File: config.mk
export PLATFORM = sky130hd
export DESIGN_NAME = keypress_driver_flat
export DESIGN_NICKNAME = d
export VERILOG_FILES = /design/src/rtl/keypress_driver_pkg.sv /design/src/rtl/keypress_driver_if.sv /design/src/rtl/keypress_driver_phase_timer.sv /design/src/rtl/keypress_driver.sv /design/src/flat_wrapper.sv
export SDC_FILE = /design/constraint.sdc
export NUM_CORES = 1
export LEC_CHECK = 0
export ABC_AREA = 1
export CAP_MARGIN = 20
export CORE_UTILIZATION = 25
export CTS_CLUSTER_DIAMETER = 50
export DETAILED_ROUTE_END_ITERATION = 16
export PLACE_DENSITY = 0.52
export SLEW_MARGIN = 30
export SYNTH_ARGS = -nofsm -noshare
export SYNTH_HDL_FRONTEND = slang
export SYNTH_SLANG_ARGS = --single-unit
File: constraint.sdc
create_clock -name clk -period 2.4 [get_ports clk]
set_input_delay 0.48 -clock clk [delete_from_list [all_inputs] [get_ports clk]]
set_output_delay 0.48 -clock clk [all_outputs]
set_load 0.1 [all_outputs]
File: src/rtl/keypress_driver_pkg.sv
// tug_pkg: shared state encoding and key timing defaults for the tug-of-war key drivers.
package tug_pkg;
  typedef enum logic [1:0] {DRV_IDLE, DRV_HOLD, DRV_GAP} drv_state_t;
  localparam int KEY_HOLD_CYCLES = 3;
  localparam int KEY_GAP_CYCLES = 2;
  function automatic int max_i(input int a, input int b);
    return a > b ? a : b;
  endfunction
endpackage

File: src/rtl/keypress_driver_if.sv
// keypress_driver_if: request/key-level bundle between a press requester and the key driver.
interface keypress_driver_if #(parameter int MAX_PENDING = 7);
  localparam int PW = $clog2(MAX_PENDING + 1);
  logic          req;
  logic          key_out;
  logic          busy;
  logic [PW-1:0] pending;
  logic          overflow;
  modport master (output req, input key_out, busy, pending, overflow);
  modport slave (input req, output key_out, busy, pending, overflow);
endinterface

File: src/rtl/keypress_driver_phase_timer.sv
// phase_timer: loadable down-counter that stops at zero, timing the HOLD and GAP phases.
module phase_timer #(
  parameter int W = 2
) (
  input  logic         clk,
  input  logic         reset,
  input  logic         load,
  input  logic [W-1:0] load_val,
  input  logic         en,
  output logic [W-1:0] count,
  output logic         zero
);
  logic [W-1:0] count_q, count_d;
  always_comb count_d = load ? load_val : (en && count_q != '0) ? count_q - W'(1) : count_q;
  always_ff @(posedge clk) count_q <= reset ? '0 : count_d;
  assign count = count_q;
  assign zero  = count_q == '0;
endmodule

File: src/rtl/keypress_driver.sv
// keypress_driver: turns one-cycle press requests into fixed high pulses with a mandatory low gap,
// queueing requests that arrive mid-press in a saturating counter.
module keypress_driver
  import tug_pkg::*;
#(
  parameter int HOLD_CYCLES = KEY_HOLD_CYCLES,
  parameter int GAP_CYCLES  = KEY_GAP_CYCLES,
  parameter int MAX_PENDING = 7
) (
  input logic clk,
  input logic reset,
  keypress_driver_if.slave drv
);
  localparam int TW = max_i(1, $clog2(max_i(HOLD_CYCLES, GAP_CYCLES)));
  localparam int PW = $clog2(MAX_PENDING + 1);
  localparam logic [TW-1:0] HOLD_LD = TW'(HOLD_CYCLES - 1);
  localparam logic [TW-1:0] GAP_LD  = TW'(GAP_CYCLES - 1);
  localparam logic [PW-1:0] PEND_MAX = PW'(MAX_PENDING);
  if (HOLD_CYCLES < 1 || GAP_CYCLES < 1 || MAX_PENDING < 1) begin : g_param_chk
    $error("keypress_driver: HOLD_CYCLES, GAP_CYCLES and MAX_PENDING must all be >= 1");
  end
  drv_state_t    state_q, state_d;
  logic [PW-1:0] pend_q, pend_d;
  logic          ovf_q, ovf_d;
  logic [TW-1:0] t_count;
  logic          t_zero, hold_end, gap_end, launch, from_q, accept, drop;
  assign hold_end = state_q == DRV_HOLD && t_count == '0;
  assign gap_end  = state_q == DRV_GAP && t_zero;
  assign launch   = (drv.req || pend_q != '0) && (state_q == DRV_IDLE || gap_end);
  assign from_q   = launch && pend_q != '0;
  // A request that launches straight from an empty queue is consumed, never counted.
  assign accept   = drv.req && !(launch && pend_q == '0);
  assign drop     = accept && pend_q == PEND_MAX && !from_q;
  always_comb begin
    state_d = launch ? DRV_HOLD : hold_end ? DRV_GAP : gap_end ? DRV_IDLE : state_q;
    pend_d  = pend_q + PW'(accept && !drop) - PW'(from_q);
    ovf_d   = drop;
  end
  always_ff @(posedge clk) begin
    state_q <= reset ? DRV_IDLE : state_d;
    pend_q  <= reset ? '0 : pend_d;
    ovf_q   <= reset ? 1'b0 : ovf_d;
  end
  phase_timer #(.W(TW)) u_timer (
    .clk      (clk),
    .reset    (reset),
    .load     (launch || hold_end),
    .load_val (launch ? HOLD_LD : GAP_LD),
    .en       (state_q != DRV_IDLE),
    .count    (t_count),
    .zero     (t_zero)
  );
  assign drv.key_out  = state_q == DRV_HOLD;
  assign drv.busy     = state_q != DRV_IDLE || pend_q != '0;
  assign drv.pending  = pend_q;
  assign drv.overflow = ovf_q;
endmodule

File: src/flat_wrapper.sv
// flat-port wrapper written by rule: the top's interface ports become plain ports
module keypress_driver_flat import tug_pkg::*;
#(
  parameter int HOLD_CYCLES = KEY_HOLD_CYCLES,
  parameter int GAP_CYCLES  = KEY_GAP_CYCLES,
  parameter int MAX_PENDING = 7
)
  (clk, reset, drv_req, drv_key_out, drv_busy, drv_pending, drv_overflow);
  keypress_driver_if #(.MAX_PENDING(MAX_PENDING)) drv_i ();
  input logic clk;
  input logic reset;
  input wire logic [$bits(drv_i.req)-1:0] drv_req;
  output wire logic [$bits(drv_i.key_out)-1:0] drv_key_out;
  output wire logic [$bits(drv_i.busy)-1:0] drv_busy;
  output wire logic [$bits(drv_i.pending)-1:0] drv_pending;
  output wire logic [$bits(drv_i.overflow)-1:0] drv_overflow;
  assign drv_i.req = drv_req;
  assign drv_key_out = drv_i.key_out;
  assign drv_busy = drv_i.busy;
  assign drv_pending = drv_i.pending;
  assign drv_overflow = drv_i.overflow;
  keypress_driver #(.HOLD_CYCLES(HOLD_CYCLES), .GAP_CYCLES(GAP_CYCLES), .MAX_PENDING(MAX_PENDING)) u_core (.clk(clk), .reset(reset), .drv(drv_i));
endmodule
; ---- Word level (Yosys, flattened, before mapping)
; Index checks and enable logic that the tools add are counted.
[classes]
add_sub_neg = 3
multipliers = 0
div_mod_pow = 0
magnitude_cmp = 0
n_eq_ne = 3
n_shift = 0
mux = 6
n_bitwise = 0
n_reduce_logical = 27
[op_table]
columns = cell, count
row1 = $logic_and A1 B1 Y1, 10
row2 = $mux W2, 5
row3 = $reduce_bool A2 Y1, 4
row4 = $reduce_bool A3 Y1, 2
row5 = $logic_not A2 Y1, 2
row6 = $logic_or A1 B1 Y1, 4
row7 = $add A3 B1 Y3, 1
row8 = $eq A3 B3 Y1 const B, 1
row9 = $logic_not A1 Y1, 3
row10 = $logic_not A3 Y1, 1
row11 = $sub A3 B1 Y3, 1
row12 = $eq A2 B1 Y1 const B, 1
row13 = $eq A2 B2 Y1 const B, 1
row14 = $reduce_or A2 Y1, 1
row15 = $sub A2 B1 Y2 const B, 1
row16 = $mux W1, 1
[word_totals]
ff_bits = 8
latchBits = 0
mem_bits_rw = 0
rom_bits = 0
in_bits = 3
out_inout_bits = 6
wordCells = 44
memories = 0

; ---- Longest topological paths before layout
[depth]
ltp_word = 13
depth_mapped = 14
depth_no_buf = 14

; ---- By module
; Synthesis repeated with hierarchy kept, for this count alone.
[unflattened]
cells_unflattened = 73
area_unflattened_um2 = 474.2
[modules_own_cells]
columns = mod, instances, cells_each, area_each_um2, seq_area_each_um2
row1 = keypress_driver, 1, 48, 334.1, 120.1
row2 = phase_timer, 1, 25, 140.1, 40.0

; ---- Least setup slack after synthesis
; Ideal clock, no wire load.
[synth_timing]
path_type = register to register
startpoint = register u_core.pend_q[1] (netlist: u_core.drv.pending[1])
endpoint = register u_core.pend_q[2] (netlist: u_core.drv.pending[2])
setup_ps = 166
t_arrival_ps = 2572
required_ps = 2234
setup_slack_ps = -337
stages_incl_launch_ff = 13
n_path_buf = 0
period_less_slack_ps = 2737
cell_sequence = dfxtp_1 -> nor2_1 -> nand2_1 -> inv_1 -> nor2_1 -> ha_1 -> inv_1 -> ha_1 -> inv_1 -> fa_1 -> xor2_1 -> o21ai_0 -> a21oi_1
[synth_between]
elab_chain_len = 12
elab_cells_between_ends = 16
cone_classes = add/sub (2) / eq/ne (1) / reduce/logical (13)
[synth_rtl]
columns = item, line
row1 = from (decl), keypress_driver.sv:23  ; logic [PW-1:0] pend_q, pend_d;
row2 = from (signal assigned), keypress_driver.sv:41  ; pend_q <= reset ? '0 : pend_d;
row3 = $reduce_bool A3 Y1, "keypress_driver.sv:29, keypress_driver.sv:30"
row4 = $logic_or A1 B1 Y1, keypress_driver.sv:29  ; assign launch = (drv.req || pend_q != '0) && (state_q == DRV_IDLE || gap_end);
row5 = $logic_and A1 B1 Y1, keypress_driver.sv:29
row6 = $logic_and A1 B1 Y1, keypress_driver.sv:32  ; assign accept = drv.req && !(launch && pend_q == '0);
row7 = $logic_not A1 Y1, keypress_driver.sv:32
row8 = $logic_and A1 B1 Y1, keypress_driver.sv:32
row9 = $logic_and A1 B1 Y1 (2 in series), keypress_driver.sv:33  ; assign drop = accept && pend_q == PEND_MAX && !from_q;
row10 = $logic_not A1 Y1, keypress_driver.sv:36  ; pend_d = pend_q + PW'(accept && !drop) - PW'(from_q);
row11 = $logic_and A1 B1 Y1, keypress_driver.sv:36
row12 = $add A3 B1 Y3, keypress_driver.sv:36
row13 = $sub A3 B1 Y3 (*), keypress_driver.sv:36
; Every way passes the cells marked *; elsewhere a longest branch is shown, timed or not.
; A chain may end at the register's enable or synchronous reset.

; ---- Worst setup path after layout
[layout_timing]
startpoint = register u_core.u_timer.count_q[0] (netlist: u_core.u_timer.count[0])
endpoint = register u_core.pend_q[2] (netlist: u_core.drv.pending[2])
[layout_between]
elab_chain_len = 13
elab_cells_between_ends = 15
cone_classes = add/sub (2) / reduce/logical (13)
[layout_rtl]
columns = item, line
row1 = from (decl), keypress_driver_phase_timer.sv:13  ; logic [W-1:0] count_q, count_d;
row2 = from (signal assigned), keypress_driver_phase_timer.sv:15  ; always_ff @(posedge clk) count_q <= reset ? '0 : count_d;
row3 = $logic_not A2 Y1 (*), keypress_driver_phase_timer.sv:17  ; assign zero = count_q == '0;
row4 = $logic_and A1 B1 Y1 (*), keypress_driver.sv:28  ; assign gap_end = state_q == DRV_GAP && t_zero;
row5 = $logic_or A1 B1 Y1 (*), keypress_driver.sv:29
row6 = $logic_and A1 B1 Y1 (*), keypress_driver.sv:29
row7 = $logic_and A1 B1 Y1, keypress_driver.sv:32
row8 = $logic_not A1 Y1, keypress_driver.sv:32
row9 = $logic_and A1 B1 Y1, keypress_driver.sv:32
row10 = $logic_and A1 B1 Y1 (2 in series), keypress_driver.sv:33
row11 = $logic_not A1 Y1, keypress_driver.sv:36
row12 = $logic_and A1 B1 Y1, keypress_driver.sv:36
row13 = $add A3 B1 Y3, keypress_driver.sv:36
row14 = $sub A3 B1 Y3 (*), keypress_driver.sv:36
; Marks and branches as above.

==> results.yml <==
outcome:
  status: "completed"
timing:
  fmax_mhz: 458
  fin_tns_setup_ps: 0
  layout_worst_path_cycle_share_pct: 91.0
  drv_slew: 0
  setup_viol: 0
  max_slew_margin_pct: 81.6
  fin_crit_ps: 2180
  worstMarginPinSlew_ps: 278
  rsz0062_at_grt: "no"
  fin_skew_ps: 2.07
  hold_violations: 0
hold_path:
  worstHoldPathType: "reg -> reg"
finish:
  num-nets-final: 86
  antenna-diode-count: 0
  layout-drive-gt1-share_pct: 24.7
  area_delta_synth_final_pct: 30.7
setup_path:
  crit_type: "reg -> reg"
  cp_data_required_time_ps: 2530
  cp.arrival_ps: 2320
  crit_path_end_kind: "register"
  start_kind: "register"
  crit_fanout: 3
floorplanning:
  dieArea_sq_mm: 0.00198
  row_count: 14
  top_level_ports: 9
  dieWidth_microns: 44.5
  die_h_microns: 44.5
  start_util_pct: 28.3
  core_area_sq_mm: 0.00159
logic_synthesis:
  syn-cell-area_sq_um: 452
  synthTopCellsByArea: "dfxtp_1 35%, inv_1 10%, nor2_1 10%"
  syn_avg_cell_area_sq_um: 6.95
  synthCells: 65
  synthArstFlopShare_pct: 0
  syn-num-nets: 72
  synth_top_area_cell: "dfxtp_1"
  yosys_warnings: 0
  synth.top_cells.by_count: "12 x inv_1, 12 x nor2_1, 9 x nand2_1"
  ys_types: 16
  yosys.area.top_type_share_pct: 35.5
  ys_seq_area_share_pct: 35.5
  ys_ff_latch: 8
  synth_edf_count: 0
  ys.flop_type: "dfxtp_1"
job:
  maxCapViolCount: 0
routing:
  drt_iter0_markers: 13
  ant_nets: 0
  routed_wl_microns: 796
  detail_route.wl_per_cell_microns: 7.88
  route.detailed.drc: 0
  viasPerCell: 3.96
  firstDrtPassIters: 4
  via_count: 400
clock_tree:
  numClockSinks: 8
  cts.clk_slew.worst_paths_ps: 50
  ctsHtreeMaxLevel: 1
  cts_buffers: 3
  cts.path.max_buffers: 2
  post_cts_buffers: 0
  clk_latency_ps: 240
  root_buffer: "clkbuf_4"
  cts_tree: "done"
placement:
  dp_hpwl_microns: 653
  port-buffer-count: 8
  gp_congestion: 0.732
grt:
  grt.overflow.total: 0
  grt_use_total_pct: 10.5
  grt_pass1_vias: 360
  antenna_found_initial: 0
  grt_first_pass_wirelength_microns: 1440
  grt_max_degree: 7
[cell usage in the layout, fill, tap and decap left out]
| cell type | synthesis | routed |
|---|---|---|
| inv_2 | 2 | 2 |
| xor2_1 | 1 | 1 |
| clkdlybuf4s50_1 | 0 | 2 |
| clkbuf_4 | 0 | 3 |
| nand4_1 | 1 | 1 |
| nor3_1 | 1 | 1 |
| o21ai_0 | 2 | 1 |
| a21oi_1 | 5 | 5 |
| nand2_1 | 9 | 9 |
| nor2_1 | 12 | 11 |
| buf_4 | 0 | 7 |
| dfxtp_2 | 0 | 3 |
| a21oi_4 | 0 | 1 |
| nand3_1 | 4 | 4 |
| nand2_2 | 2 | 2 |
| or2_1 | 1 | 1 |
| ha_1 | 3 | 3 |
| nor2_2 | 0 | 1 |
| inv_1 | 12 | 12 |
| fa_1 | 1 | 1 |
| o21ai_1 | 0 | 1 |
| dfxtp_1 | 8 | 5 |
[worst paths after layout]
| kind | startpoint | endpoint | slack, ps | cells after the start |
|---|---|---|---|---|
| setup / recovery | u_core.u_timer.count[0] | u_core.drv.pending[2] | 220 | 14 |
| hold / removal | u_core.drv.pending[2] | u_core.drv.pending[2] | 470 | 1 |
| setup reg to reg | u_core.u_timer.count[0] | u_core.drv.pending[2] | 220 | 14 |
| hold reg to reg | u_core.drv.pending[2] | u_core.drv.pending[2] | 470 | 1 |
[state kept, by name, summed over array words and instances (netlist names)]
| register | count |
|---|---|
| u_core.drv.overflow | 1 |
| u_core.drv.pending | 3 |
| u_core.u_timer.count | 2 |
| u_core.state_q | 2 |
[cell families (layout without fill, tap and decap cells)]
kind of cell             Yosys count  count (layout)  synth area share, %
AO/OA/AOI/OAI                      8               8                 9.69
XOR/XNOR                           1               1                 1.94
adder cells (fa/ha/maj)            4               4                 12.7
buffers and inverters             14              26                 11.6
flip-flops                         8               8                 35.5
AND/OR/NAND/NOR                   30              30                 28.5
[worst max-delay path: stages (launching register included)]
cell and delay (ps):
dfxtp_1 340, inv_1 50, ha_1 210, inv_2 90
a21oi_4 60, inv_1 90, nor2_2 40, ha_1 260
inv_1 60, ha_1 140, inv_1 50, fa_1 370
xor2_1 160, o21ai_1 110, a21oi_1 40
[metrics by stage]
| stage | worst slack, ps | hold WS, ps | cells | cell area (sq um) | utilization [%] |
|---|---|---|---|---|---|
| CTS | 141 | 469 | 101 | 581 | 36.4 |
| global placement | 51.4 | 462 | 98 | 558 | 35.0 |
| detailed placement | 67.0 | 460 | 98 | 558 | 35.0 |
| global route | 9.14 | 497 | 101 | 591 | 37.0 |
| floorplan | 58.6 | 472 | 65 | 455 | - |
| finish | 215 | 466 | 101 | 591 | 37.0 |
[what timing repair did]
action / CTS / global route
endpoints found under the setup margin: 0 / 1
hold buffers: 0 / 0
gates resized for setup: 0 / 3
[cell type report]
cell class | instances | area, sq um
Inverter | 14 | 52.6
Clock buffer | 3 | 22.5
Multi-Input combinational cell | 43 | 249
Tap cell | 24 | 30.0
Sequential cell | 8 | 164
Fill cell | 181 | 1000
Timing Repair Buffer | 9 | 72.6
[per-layer routing]
| metal | routed length, microns | part of all wire (%) | GRT usage [%] | vias to the layer above |
|---|---|---|---|---|
| met3 | 27 | 3.4 | 2.45 | 2 |
| met1 | 437 | 55 | 14.2 | 166 |
| met5 | 0 | 0 | 0 | - |
| met2 | 318 | 40 | 13.5 | 7 |
| met4 | 13 | 1.6 | 9.09 | 0 |
| li1 | - | - | - | 225 |
Power is left out: the tool's default activity adds up to more than one toggle a clock period on the data nets, which glitch-free logic cannot reach.
